--- config.mk ---
export PLATFORM = sky130hd
export DESIGN_NAME = seq_comparator
export DESIGN_NICKNAME = d
export VERILOG_FILES = /design/src/rtl/cmp_pkg.sv /design/src/rtl/seq_comparator_digit.sv /design/src/rtl/seq_comparator.sv
export SDC_FILE = /design/constraint.sdc
export NUM_CORES = 1
export LEC_CHECK = 0
export BUFFER_PORTS_ARGS = -buffer_cell sky130_fd_sc_hd__buf_2
export CORE_AREA = 2 2 50 52
export CTS_CLUSTER_DIAMETER = 80
export DETAILED_ROUTE_END_ITERATION = 8
export DIE_AREA = 0 0 52 54
export PLACE_DENSITY = 0.87
export SYNTH_ARGS = -nofsm -noshare
export SYNTH_HDL_FRONTEND = slang
export SYNTH_SLANG_ARGS = --single-unit
--- constraint.sdc ---
create_clock -name clk -period 4.8 [get_ports clk]
set_clock_uncertainty 0.2 [all_clocks]
set_input_delay 0.72 -clock clk [delete_from_list [all_inputs] [get_ports clk]]
set_output_delay 0.72 -clock clk [all_outputs]
set_load 0.01 [all_outputs]
--- src/rtl/cmp_pkg.sv ---
// Shared definitions for the sequential magnitude comparator: result codes
// compatible with the existing 2-bit comparator, and the FSM state encoding.
package cmp_pkg;

  typedef enum logic [1:0] {
    EQUAL   = 2'b00,
    LARGER  = 2'b01,
    SMALLER = 2'b10
  } cmp_result_t;

  typedef enum logic {
    IDLE    = 1'b0,
    COMPARE = 1'b1
  } cmp_state_t;

endpackage

--- src/rtl/seq_comparator_digit.sv ---
// Combinational unsigned magnitude comparator; the sequential comparator
// instantiates it at WIDTH=DIGIT to judge one digit per cycle.
module seq_comparator_digit
  import cmp_pkg::*;
#(
  parameter int WIDTH = 8
) (
  input  logic [WIDTH-1:0] a,
  input  logic [WIDTH-1:0] b,
  output logic [1:0]       code
);

  always_comb begin
    code = EQUAL;
    if (a > b) begin
      code = LARGER;
    end else if (a < b) begin
      code = SMALLER;
    end
  end

endmodule

--- src/rtl/seq_comparator.sv ---
// Multi-cycle magnitude comparator: scans operands MSB-first, DIGIT bits per
// cycle, and stops at the first differing digit. start/busy/done handshake.
module seq_comparator
  import cmp_pkg::*;
#(
  parameter int WIDTH = 8,
  parameter int DIGIT = 1
) (
  input  logic             clk,
  input  logic             rst_n,
  input  logic             start,
  input  logic             signed_mode,
  input  logic [WIDTH-1:0] num_1,
  input  logic [WIDTH-1:0] num_2,
  output logic             busy,
  output logic             done,
  output logic [1:0]       result
);

  localparam int N     = (DIGIT >= 1) ? (WIDTH / DIGIT) : 1;
  localparam int CNT_W = (N > 1) ? $clog2(N) : 1;

  if (WIDTH < 2 || DIGIT < 1 || (DIGIT >= 1 && (WIDTH % DIGIT) != 0)) begin : g_bad_params
    $error("seq_comparator: WIDTH must be >= 2 and a multiple of DIGIT >= 1");
  end

  // state is kept as a named signal so checkers can bind to the FSM directly
  cmp_state_t       state, state_d;
  logic [WIDTH-1:0] a_q, a_d;
  logic [WIDTH-1:0] b_q, b_d;
  logic [CNT_W-1:0] cnt, cnt_d;
  logic             busy_d;
  logic             done_d;
  logic [1:0]       result_d;
  logic [1:0]       digit_code;

  seq_comparator_digit #(
    .WIDTH(DIGIT)
  ) u_digit (
    .a    (a_q[WIDTH-1 -: DIGIT]),
    .b    (b_q[WIDTH-1 -: DIGIT]),
    .code (digit_code)
  );

  always_comb begin
    state_d  = state;
    a_d      = a_q;
    b_d      = b_q;
    cnt_d    = cnt;
    busy_d   = busy;
    done_d   = 1'b0;
    result_d = result;
    case (state)
      IDLE: begin
        if (start) begin
          a_d = num_1;
          b_d = num_2;
          // offset-binary mapping: flipping the sign bits turns a signed
          // compare into an unsigned one for the rest of the scan
          if (signed_mode) begin
            a_d[WIDTH-1] = ~num_1[WIDTH-1];
            b_d[WIDTH-1] = ~num_2[WIDTH-1];
          end
          cnt_d   = CNT_W'(N - 1);
          busy_d  = 1'b1;
          state_d = COMPARE;
        end
      end
      COMPARE: begin
        if (digit_code != EQUAL) begin
          result_d = digit_code;
          done_d   = 1'b1;
          busy_d   = 1'b0;
          state_d  = IDLE;
        end else if (cnt == '0) begin
          result_d = EQUAL;
          done_d   = 1'b1;
          busy_d   = 1'b0;
          state_d  = IDLE;
        end else begin
          a_d   = a_q << DIGIT;
          b_d   = b_q << DIGIT;
          cnt_d = cnt - CNT_W'(1);
        end
      end
      default: begin
        state_d = IDLE;
        busy_d  = 1'b0;
      end
    endcase
  end

  always_ff @(posedge clk or negedge rst_n) begin
    if (!rst_n) begin
      state  <= IDLE;
      a_q    <= '0;
      b_q    <= '0;
      cnt    <= '0;
      busy   <= 1'b0;
      done   <= 1'b0;
      result <= EQUAL;
    end else begin
      state  <= state_d;
      a_q    <= a_d;
      b_q    <= b_d;
      cnt    <= cnt_d;
      busy   <= busy_d;
      done   <= done_d;
      result <= result_d;
    end
  end

endmodule

After elaboration in Yosys (flattened, before gate mapping). Cells that the tools add are included.

Bits in registers: 24. Word-level logic and storage cells: 52.

Add/subtract/negate cells: 1. $lt $le $gt $ge: 2. Equality and inequality tests: 4. Muxes and demuxes: 29. Bitwise logic cells: 3. Reductions and logical operators: 6.

Operators by type and width (count): $mux W8 (6); $pmux W8 S2 (2); $mux W1 (11); $mux W3 (3); $mux W2 (4); $ne A2 B2 Y1 const B (3); $pmux W3 S2 (1); $pmux W1 S2 (2); $reduce_and A2 Y1 (2); $reduce_bool A2 Y1 (2); $logic_not A3 Y1 (1); $ne A3 B1 Y1 const B (1); $not A1 Y1 (3); $reduce_and A3 Y1 (1); $sub A3 B1 Y3 const B (1); $gt A1 B1 Y1 (1); $lt A1 B1 Y1 (1).

Longest topological paths before layout.
Depth in word-level cells: 6. Gate-level depth with buffers: 7. Gate-level depth less buffers: 6.

Hierarchy. From an unflattened synthesis, not the netlist that was laid out.

Cells, all modules: 89. Area, all modules: 1096.1 sq um.

By module, submodules not included: seq_comparator (times used 1, cells an instance 87, area an instance 1081.0 sq um); seq_comparator_digit (times used 1, cells an instance 2, area an instance 15.0 sq um).

Least setup slack after synthesis. OpenSTA, ideal clock, no wires.

Kind: input to register. Start: input start. End: register a_q[3]. Arrival time: 1.593 ns. Path slack: 2.882 ns. Cell stages on the path: 5. Path buffers: 1. Cell sequence: nor2b_2 > a21oi_4 > inv_2 > buf_6 > mux2_4.

Longest elaborated chain between the ends: 2.

RTL lines: start: declaration (RTL line seq_comparator.sv:11) `input logic start,`; $ne A2 B2 Y1 (no source line); $reduce_and A3 Y1 (no source line); end signal: assignment (RTL line seq_comparator.sv:96) `a_q <= '0;`; end signal: assignment (RTL line seq_comparator.sv:104) `a_q <= a_d;`; end: declaration (RTL line seq_comparator.sv:29) `logic [WIDTH-1:0] a_q, a_d;`.

Every way passes these cells. A chain may end at the register's enable or synchronous reset.

Worst setup path after layout.
Start: register state. End: register b_q[6].

Longest elaborated chain between the ends: 3.

RTL lines: start: declaration (RTL line seq_comparator.sv:28) `cmp_state_t state, state_d;`; start signal: assignment (RTL line seq_comparator.sv:103) `state <= state_d;`; $not A1 Y1; $ne A2 B2 Y1 (no source line); $reduce_and A3 Y1 (no source line); end signal: assignment (RTL line seq_comparator.sv:97) `b_q <= '0;`; end signal: assignment (RTL line seq_comparator.sv:105) `b_q <= b_d;`; end: declaration (RTL line seq_comparator.sv:30) `logic [WIDTH-1:0] b_q, b_d;`.

Several ways; a longest one is shown, not always the timed one.

==> run metrics <==
crit path time final=2.07 ns; chip width=about 52 µm; Die Span Y=54 µm; R2R Setup Slk=2.73 ns; CP top delay family=flip-flops; worst slew pin tran=about 0.58 ns; Seq/Total Area, Yosys=between 50% and 60%; Final WS setup=approximately 2.7 ns; count leader, synth=dfrtp_1; Bufs on Longest Clock Path=2; Fin Hold WS=between 0.15 and 0.2 ns; CTS tree=yes; critical path's slowest cell=dfrtp_1; Final Wtd Congestion=a little under 0.8; top cell type's share of synthesized area=about half; first-pass GRT wire length=between 3000 and 4000 µm; clock root buffer=clkbuf_4; clock sink count=24; vias in the first global route=around 690; setup slack after placement=2.62 ns; DR pass1 iterations=3; 1st-iter DRT viols=2; post-route DRC violation count=0; crit path DAT=about 2.1 ns; total power=around 0.86 mW; CTS clock-pin slew for the worst setup and hold paths=between 0.1 and 0.15 ns; CTS Buf Count=3; post-CTS sizing=0; setup_tns=0 ns; antenna violations before repair=0; Avg Inst Size Synth=around 14 µm²; syn_nets=roughly 110; vias per std cell=~5.1; worst path bufs/invs=1; nets@finish=~130; hpwl dp=roughly 1500 µm; WP data required=4.79 ns; full die area=2810 µm²; maximum vdd drop=between 300 and 400 µV; fin util=around 58%; H-tree depth=1; main flop type after synthesis=dfrtp_1; total number of vias=approximately 700; IO Count=24; CP Capture Type=flip-flop; PortBufs=23; post-synthesis register bit count=24; pin count of the biggest net entering global routing=25; yosys warns=0; unrepaired setup endpoints after global routing=false; Max-Cap Viols=0; Post-CTS Hold Fix Bufs=0; fraction of registers with async set or reset after synthesis=100%; pwr dens=about 650 nW/µm²; fin crit share=between 40% and 50%; CORE AREA=between 2000 and 2500 µm²; top cells by count, synth=dfrtp_1, mux2_2, mux2_4; crit start category=flip-flop; wire length per cell=around 13 µm; status=finished clean; diodes inserted=0; Critical Setup Path Class=flip-flop to flip-flop; crit-path cells=and2_4, a21oi_4, inv_2, mux2_2; Overflow after GRT=0; number of synthesized flops with an enable pin=0; initial core utilization=51.2%; Post-CTS Setup Inserts=0; Leakage=~0.65 nW; Max-slew headroom=61.6%; drt total wl=about 1800 µm; cell taking the most area after synthesis=dfrtp_1; post-route antenna net violation count=0; P&R area growth vs syn=12.4%; Yosys cell types=26; worst skew pair latency=~0.3 ns; final setup fails=0; largest cells by area after synthesis=dfrtp_1, mux2_2, mux2_4; share of layout cells above drive strength 1=around half; Post-Syn Area=about 1200 µm²; # rows=18; gr usage total=between 15 and 20%; Critical Path Fanout Max=16; Max Freq=484 MHz; synthesized instance count=85; max-slew violations=0; Final Hold Vio Count=0; crit-path max cell delay=0.73 ns; Hold Path Class=input pin to async pin
[final timing paths]
path / from / to / depth (start not counted)
hold / removal: rst_n / done / 1
min in group clk: cnt[2] / cnt[2] / 1
setup reg to reg: state / b_q[6] / 4
max in group asynchronous: rst_n / b_q[4] / 1
hold reg to reg: cnt[2] / cnt[2] / 1
setup / recovery: state / b_q[6] / 4
[cell usage in the layout (no fill, tap or decap), drive strengths merged]
master / count
o41ai: 1
nor2b: 1
buf: 23
a22o: 2
a32oi: 2
o21ai: 2
xor2: 2
a2bb2oi: 1
clkbuf: 3
and2: 2
a22oi: 1
dfrtp: 24
a21oi: 2
nand2b: 1
nor2: 1
mux2: 26
inv: 7
o21bai: 1
mux2i: 1
nand2: 1
ha: 4
[where the power goes]
| part | internal, mW | leakage (nW) | switching (mW) |
|---|---|---|---|
| clock | 0.0292 | 0.0138 | 0.0537 |
| combinational | 0.252 | 0.353 | 0.163 |
| sequential | 0.299 | 0.284 | 0.0675 |
| total | 0.580 | 0.651 | 0.284 |
[per-layer routing]
layer / vias up / wire, µm / global-route usage, %
met1: 334 / 810 / 20.2
met3: 4 / 72 / 3.33
met2: 16 / 911 / 25.3
met4: 0 / 23 / 5.26
met5: - / 0 / 0
li1: 347 / - / -
[state kept, by name, summed over array words and instances (netlist names)]
register,cells
state,1
b_q,8
busy,1
a_q,8
result,2
cnt,3
done,1
[stage by stage]
step	cell area [µm²]	cells
2_1_floorplan	1190	85
3_3_place_gp	1310	135
3_5_place_dp	1310	135
4_1_cts	1340	138
5_1_grt	1340	138
6_report	1340	138
[cells by family after synthesis]
| logic type | after synthesis | synth area share (%) |
|---|---|---|
| muxes | 27 | 27.7 |
| DFF | 24 | 50.6 |
| AOI/OAI and AO/OA | 12 | 8.33 |
| buffers and inverters | 10 | 4.53 |
| and+or+nand+nor | 6 | 3.16 |
| adders and majority gates | 4 | 4.22 |
| xor gates and xnor gates | 2 | 1.48 |
[worst reg2reg max path: stages (launching register included)]
cell,delay (ns)
dfrtp_1,0.73
and2_4,0.29
a21oi_4,0.08
inv_2,0.29
mux2_2,0.38
[layout make-up]
type                            count  area (µm²)
Multi-Input combinational cell     51         533
Fill cell                         207         985
Clock buffer                        3        22.5
Timing Repair Buffer               23         115
Tap cell                           30        37.5
Sequential cell                    24         601
Inverter                            7        26.3
No activity file was read; power rests on OpenSTA's default activity.
